[src/rtl/hazard_sequencer.sv]
// hazard_sequencer: operand forwarding, load-use and memory-wait stall control,
// branch flush control, a memory-wait timeout FSM and saturating perf counters
// for the 5-stage RISC-V pipeline.
//
// Handshake: the data memory is a req/ready pair. A cycle with MemReqM=1 and
// MemReadyM=0 is a wait cycle. The access completes on the first cycle that
// MemReadyM=1. There is no valid/ready back-pressure toward the memory; this block
// only holds the pipeline while it waits. DbgWait exposes the FSM state
// (0 = RUN, 1 = WAIT).
module hazard_sequencer #(
  parameter int REG_AW  = 5,
  parameter int TIMEOUT = 15,
  parameter int CNT_W   = 32
) (
  input  logic              clk,
  input  logic              reset,
  input  logic [REG_AW-1:0] Rs1D,
  input  logic [REG_AW-1:0] Rs2D,
  input  logic [REG_AW-1:0] Rs1E,
  input  logic [REG_AW-1:0] Rs2E,
  input  logic [REG_AW-1:0] RdE,
  input  logic [REG_AW-1:0] RdM,
  input  logic [REG_AW-1:0] RdW,
  input  logic              ResultSrcE0,
  input  logic              RegWriteM,
  input  logic              RegWriteW,
  input  logic              PCSrcE,
  input  logic              MemReqM,
  input  logic              MemReadyM,
  output logic [1:0]        ForwardAE,
  output logic [1:0]        ForwardBE,
  output logic              StallF,
  output logic              StallD,
  output logic              StallE,
  output logic              StallM,
  output logic              FlushD,
  output logic              FlushE,
  output logic              FlushW,
  output logic              MemTimeout,
  output logic [CNT_W-1:0]  StallCycles,
  output logic [CNT_W-1:0]  FlushCount,
  output logic              DbgWait
);

  localparam int WCW = $clog2(TIMEOUT + 1);
  localparam logic [WCW-1:0] TO_VAL  = WCW'(TIMEOUT);
  localparam logic [WCW-1:0] CNT_ONE = WCW'(1);

  localparam logic [0:0] S_RUN  = 1'b0;
  localparam logic [0:0] S_WAIT = 1'b1;

  logic [0:0]       r_state;
  logic [WCW-1:0]   r_wait_cnt;
  logic             r_timeout;
  logic [CNT_W-1:0] r_stall_cnt;
  logic [CNT_W-1:0] r_flush_cnt;

  logic [0:0]       w_state_nxt;
  logic [WCW-1:0]   w_wait_cnt_nxt;
  logic             w_timeout_hit;
  logic             w_mem_stall;
  logic             w_lw_stall;

  // Load in E whose destination feeds a source in D must wait one cycle.
  assign w_lw_stall = ResultSrcE0 && (RdE != '0) && ((Rs1D == RdE) || (Rs2D == RdE));

  // Memory-wait FSM next state. The first wait cycle is seen in RUN, so WAIT
  // starts counting at 1. A timeout abandons the access and resumes the pipe.
  always_comb begin
    w_state_nxt    = r_state;
    w_wait_cnt_nxt = r_wait_cnt;
    w_timeout_hit  = 1'b0;
    w_mem_stall    = 1'b0;
    case (r_state)
      S_RUN: begin
        if (MemReqM && !MemReadyM) begin
          w_mem_stall    = 1'b1;
          w_state_nxt    = S_WAIT;
          w_wait_cnt_nxt = CNT_ONE;
        end
      end
      S_WAIT: begin
        if (MemReadyM) begin
          w_state_nxt    = S_RUN;
          w_wait_cnt_nxt = '0;
        end else if (r_wait_cnt == TO_VAL) begin
          w_timeout_hit  = 1'b1;
          w_state_nxt    = S_RUN;
          w_wait_cnt_nxt = '0;
        end else begin
          w_mem_stall    = 1'b1;
          w_wait_cnt_nxt = r_wait_cnt + CNT_ONE;
        end
      end
      default: begin
        w_state_nxt    = S_RUN;
        w_wait_cnt_nxt = '0;
      end
    endcase
  end

  // Forwarding selects and stall/flush outputs; reset forces a flushed, unstalled pipe.
  always_comb begin
    ForwardAE = 2'b00;
    ForwardBE = 2'b00;
    StallF    = 1'b0;
    StallD    = 1'b0;
    StallE    = 1'b0;
    StallM    = 1'b0;
    FlushD    = 1'b1;
    FlushE    = 1'b1;
    FlushW    = 1'b1;
    if (!reset) begin
      if ((Rs1E != '0) && (Rs1E == RdM) && RegWriteM)      ForwardAE = 2'b10;
      else if ((Rs1E != '0) && (Rs1E == RdW) && RegWriteW) ForwardAE = 2'b01;
      if ((Rs2E != '0) && (Rs2E == RdM) && RegWriteM)      ForwardBE = 2'b10;
      else if ((Rs2E != '0) && (Rs2E == RdW) && RegWriteW) ForwardBE = 2'b01;
      if (w_mem_stall) begin
        // E is frozen, so load-use and branch resolution are re-evaluated later.
        StallF = 1'b1;
        StallD = 1'b1;
        StallE = 1'b1;
        StallM = 1'b1;
        FlushD = 1'b0;
        FlushE = 1'b0;
        FlushW = 1'b1;
      end else begin
        StallF = w_lw_stall;
        StallD = w_lw_stall;
        FlushD = PCSrcE;
        FlushE = w_lw_stall || PCSrcE;
        FlushW = 1'b0;
      end
    end
  end

  // FSM, wait counter, sticky timeout flag and saturating perf counters.
  always_ff @(posedge clk) begin
    if (reset) begin
      r_state     <= S_RUN;
      r_wait_cnt  <= '0;
      r_timeout   <= 1'b0;
      r_stall_cnt <= '0;
      r_flush_cnt <= '0;
    end else begin
      r_state    <= w_state_nxt;
      r_wait_cnt <= w_wait_cnt_nxt;
      if (w_timeout_hit) r_timeout <= 1'b1;
      if (StallF && (r_stall_cnt != '1)) r_stall_cnt <= r_stall_cnt + 1'b1;
      if (PCSrcE && !w_mem_stall && (r_flush_cnt != '1)) r_flush_cnt <= r_flush_cnt + 1'b1;
    end
  end

  assign MemTimeout  = r_timeout;
  assign StallCycles = r_stall_cnt;
  assign FlushCount  = r_flush_cnt;
  assign DbgWait     = (r_state == S_WAIT);

endmodule
[config.mk]
export PLATFORM = sky130hd
export DESIGN_NAME = hazard_sequencer
export DESIGN_NICKNAME = d
export VERILOG_FILES = /design/src/rtl/hazard_sequencer.sv
export SDC_FILE = /design/constraint.sdc
export NUM_CORES = 1
export LEC_CHECK = 0
export CAP_MARGIN = 20
export CORE_UTILIZATION = 45
export CTS_BUF_LIST = sky130_fd_sc_hd__clkbuf_4
export CTS_CLUSTER_SIZE = 10
export DETAILED_ROUTE_END_ITERATION = 7
export GPL_TIMING_DRIVEN = 0
export MAX_ROUTING_LAYER = met4
export PLACE_DENSITY = 0.77
export REMOVE_ABC_BUFFERS = 1
export SYNTH_ARGS = -nofsm -noshare
export SYNTH_HDL_FRONTEND = slang
export SYNTH_SLANG_ARGS = --single-unit
[constraint.sdc]
create_clock -name clk -period 2.5 [get_ports clk]
set_input_delay 0.25 -clock clk [delete_from_list [all_inputs] [get_ports clk]]
set_output_delay 0.25 -clock clk [all_outputs]
set_load 0.01 [all_outputs]
==> summary.md, run 1 <==
| Metric | Value |
|---|---|
| Status | `completed` |
| Total negative slack | `0 ns` |
| Peak per-stage delay on the critical path | `roughly 0.56 ns` |
| Clock Tree Root | `clkbuf_4` |
| Placed cell count | `696` |
| Hold EP | `FlushCount[16]` |
| CTS tree | `built` |
| Crit-path max FO | `3` |
| Clock buffer depth | `2` |
| Synth Register Bits | `70` |
| Cell area after technology mapping | `a little over 4000 um2` |
| Die area | `about 9400 um2` |
| Initial antenna violation count | `0` |
| Worst reg2reg path depth | `6` |
| CTS sink count | `70` |
| Die H | `~97 um` |
| RD Place Congestion | `around 0.85` |
| Cell repeated most along the worst path | `clkdlybuf4s50_1` |
| Final core occ | `64.4%` |
| Total gr overflow | `0` |
| Final period utilization | `between 90% and 100%` |
| Effective utilization at floorplan | `a little under half` |
| Setup crit start kind | `input port` |
| Number of enable flip-flop cells after synthesis | `0` |
| Worst reg2reg startpoint | `StallCycles[0]` |
| # DRC | `0` |
| First-pass GRT wire length | `between 15000 and 20000 um` |
| Yosys cell types | `57` |
| Pwr/cell area | `407 nW/um2` |
| H-tree Lvls | `3` |
| CORE AREA | `8720 um2` |
| Fmax | `approximately 410 MHz` |
| Post-CTS Hold Buffers | `0` |
| Routed len/inst | `roughly 15 um` |
| Worst-Skew Late Latency | `around 0.43 ns` |
| Gr usage total | `a little under a quarter` |
| Area growth from synthesis to layout | `38.4%` |
| Mean Syn Cell Area | `between 8 and 9 um2` |
| Worst flop-to-flop path endpoint | `StallCycles[20]` |
| Hold crit path type | `in2reg` |
| I/O Buffers | `about 120` |
| Via count | `just over 4k` |
| Share of post-route cells with drive strength above 1 | `10.3%` |
| Crit. End Element | `output pin` |
| Hold path cells | `2` |
| Row cnt | `34` |
| Max_slew headroom | `a little over two fifths` |
| Final hold vios | `0` |
| Cts bufs inserted | `9` |
| Top FF cell, synth | `dfxtp_1` |
| R2r setup slk | `about 0.12 ns` |
| Clk slew on worst S/H paths | `0.12 ns` |
| Max Slew Vio Count | `0` |
| IO Pins | `between 100 and 150` |
| Crit-path slowest cell | `or4_1` |
| VDD IR-drop max | `about 0.25 mV` |
| Min cycle time layout | `about 2.4 ns` |
| 1st-pass router iterations | `4` |
| Final setup violation count | `0` |
| Die Wd | `roughly 97 um` |
| Crit Path Class | `in2out` |
| Post-route ant nets | `0` |
| Max-cap violations | `0` |
| Largest net degree at the start of global routing | `between 80 and 90` |
| Vias in the first global route | `3777` |
| Leak pwr | `approximately 1.9 nW` |
| Clk_skew | `about 0.021 ns` |
| Mapped Cells | `between 400 and 500` |
| Hold_sp | `reset` |
| Ys Warns | `0` |
| Unrepaired setup endpoints after global routing | `false` |
| FFs w/ async S/R, synth | `0%` |
| Seq/Total Area, Yosys | `about a third` |
| Routed WL | `about 11000 um` |
| Worst Max-Slew Pin Slew | `between 0.8 and 0.9 ns` |
| CP arrival | `about 2.2 ns` |
| Post-DP HPWL | `approximately 7700 um` |
| First DRT Iteration DRCs | `227` |
| Routed vias/inst | `5.69` |
| Nets | `~660` |
| CP Data Required Time | `2.25 ns` |
| Fin cells | `between 700 and 800` |
| Cell Chain, Critical Path | `clkdlybuf4s50_1 -> or4_1 -> nor2_1 -> nor4_1 -> nor2b_1 -> clkdlybuf4s50_1` |
[how the worst max path moves through the flow]
stage / endpoint / startpoint
2_1_floorplan: StallCycles[11] / StallCycles[0]
3_3_place_gp: ForwardBE[0] / reset
3_5_place_dp: StallD / RdE[1]
4_1_cts: StallD / RdE[1]
5_1_grt: ForwardBE[1] / Rs2E[1]
6_report: ForwardBE[1] / Rs2E[1]
[cell usage after synthesis, drive strengths merged (3+ instances only)]
cell    instances  area [um2]
a21oi          32         164
and3           11        68.8
and4           11         101
buf            12        76.3
clkbuf         11        41.3
dfxtp          70        1400
ha              3        37.5
inv             5        18.8
mux2            6        67.6
nand2          38         143
nand2b          3        18.8
nand3          25         125
nand4          19         140
nor2           59         224
nor2b          10        62.6
nor3           13        65.1
nor4           11        81.3
o21ai          14        77.6
o31ai          16         120
or3             7        43.8
or4            21         161
xnor2          46         403
xor2           16         140
[state kept, by name, summed over array words and instances (netlist names)]
register / flops
FlushCount: 32
DbgWait: 1
MemTimeout: 1
r_wait_cnt: 4
StallCycles: 32
[per-stage QoR]
stage | hold WS, ns | power (mW) | setup WS, ns | instance area [um2]
global placement | 0.455 | 1.41 | -1.79 | 5270
finish | 0.393 | 2.29 | 0.0858 | 5620
global route | 0.389 | 2.38 | 0.00649 | 5610
CTS | 0.382 | 2.29 | 0.00113 | 5560
floorplan | 0.319 | 1.26 | -0.120 | 3940
detailed placement | 0.475 | 1.43 | -0.523 | 5320
[routing by layer]
metal | vias to the layer above | global-route usage [%] | share of wire [%]
li1 | 2035 | - | -
met1 | 1926 | 29.4 | 45
met2 | 142 | 36.7 | 47
met3 | 12 | 7.08 | 6.8
met4 | 0 | 7.23 | 1.6
met5 | - | - | 0
[worst max-delay path, delay by kind of cell]
kind / cells / cell delay, ns
buf+inv: 2 / 1.01
simple gates: 4 / 0.90
[layout make-up]
| type | instances | area [um2] |
|---|---|---|
| fill | 743 | 3110 |
| multi-input combinational | 391 | 2560 |
| sequential | 70 | 1400 |
| timing repair buffer | 132 | 1340 |
| tap | 108 | 135 |
| clock inverter | 7 | 97.6 |
| clock buffer | 9 | 67.6 |
| inverter | 5 | 18.8 |
| antenna | 1 | 2.50 |
[where the power goes]
part | switching, mW | internal (mW)
combinational | 0.141 | 0.162
clock | 0.443 | 0.408
sequential | 0.0112 | 1.12
total | 0.595 | 1.69
[repair_timing]
action,CTS,global route
pin swaps,4,4
setup buffers,4,4
resized for setup,15,6
setup endpoints to repair,14,12
cloned,1,1
[kinds of logic after synthesis]
family | share of synthesized area (%)
and+or+nand+nor | 33.6
AOI/OAI and AO/OA | 12.5
DFF | 34.5
xor gates and xnor gates | 13.4
buffers and inverters | 3.36
muxes | 1.67
adders and majority gates | 0.925
[cell usage in the layout, fill, tap and decap left out, drive strengths merged, types with 2 or more instances in the layout]
master / n
a21oi: 32
a22oi: 2
and2: 2
and3: 11
and4: 11
and4bb: 2
buf: 14
bufinv: 2
clkbuf: 10
clkdlybuf4s50: 110
clkinv: 2
clkinvlp: 2
dfxtp: 70
dlygate4sd2: 5
ha: 3
inv: 6
mux2: 6
nand2: 38
nand2b: 3
nand3: 25
nand4: 19
nand4b: 2
nor2: 59
nor2b: 10
nor3: 13
nor3b: 2
nor4: 11
nor4b: 2
o21ai: 14
o31ai: 16
o41ai: 2
or2: 2
or3: 7
or4: 21
xnor2: 46
xor2: 16
(Power assumes the default switching activity.)
==> run 2, diff against run 1 <==
CTS_CLUSTER_SIZE = 30   (was 10)
==> results of run 2 <==
Same layout as run 1: the final DEF is identical, and so are final timing and power.
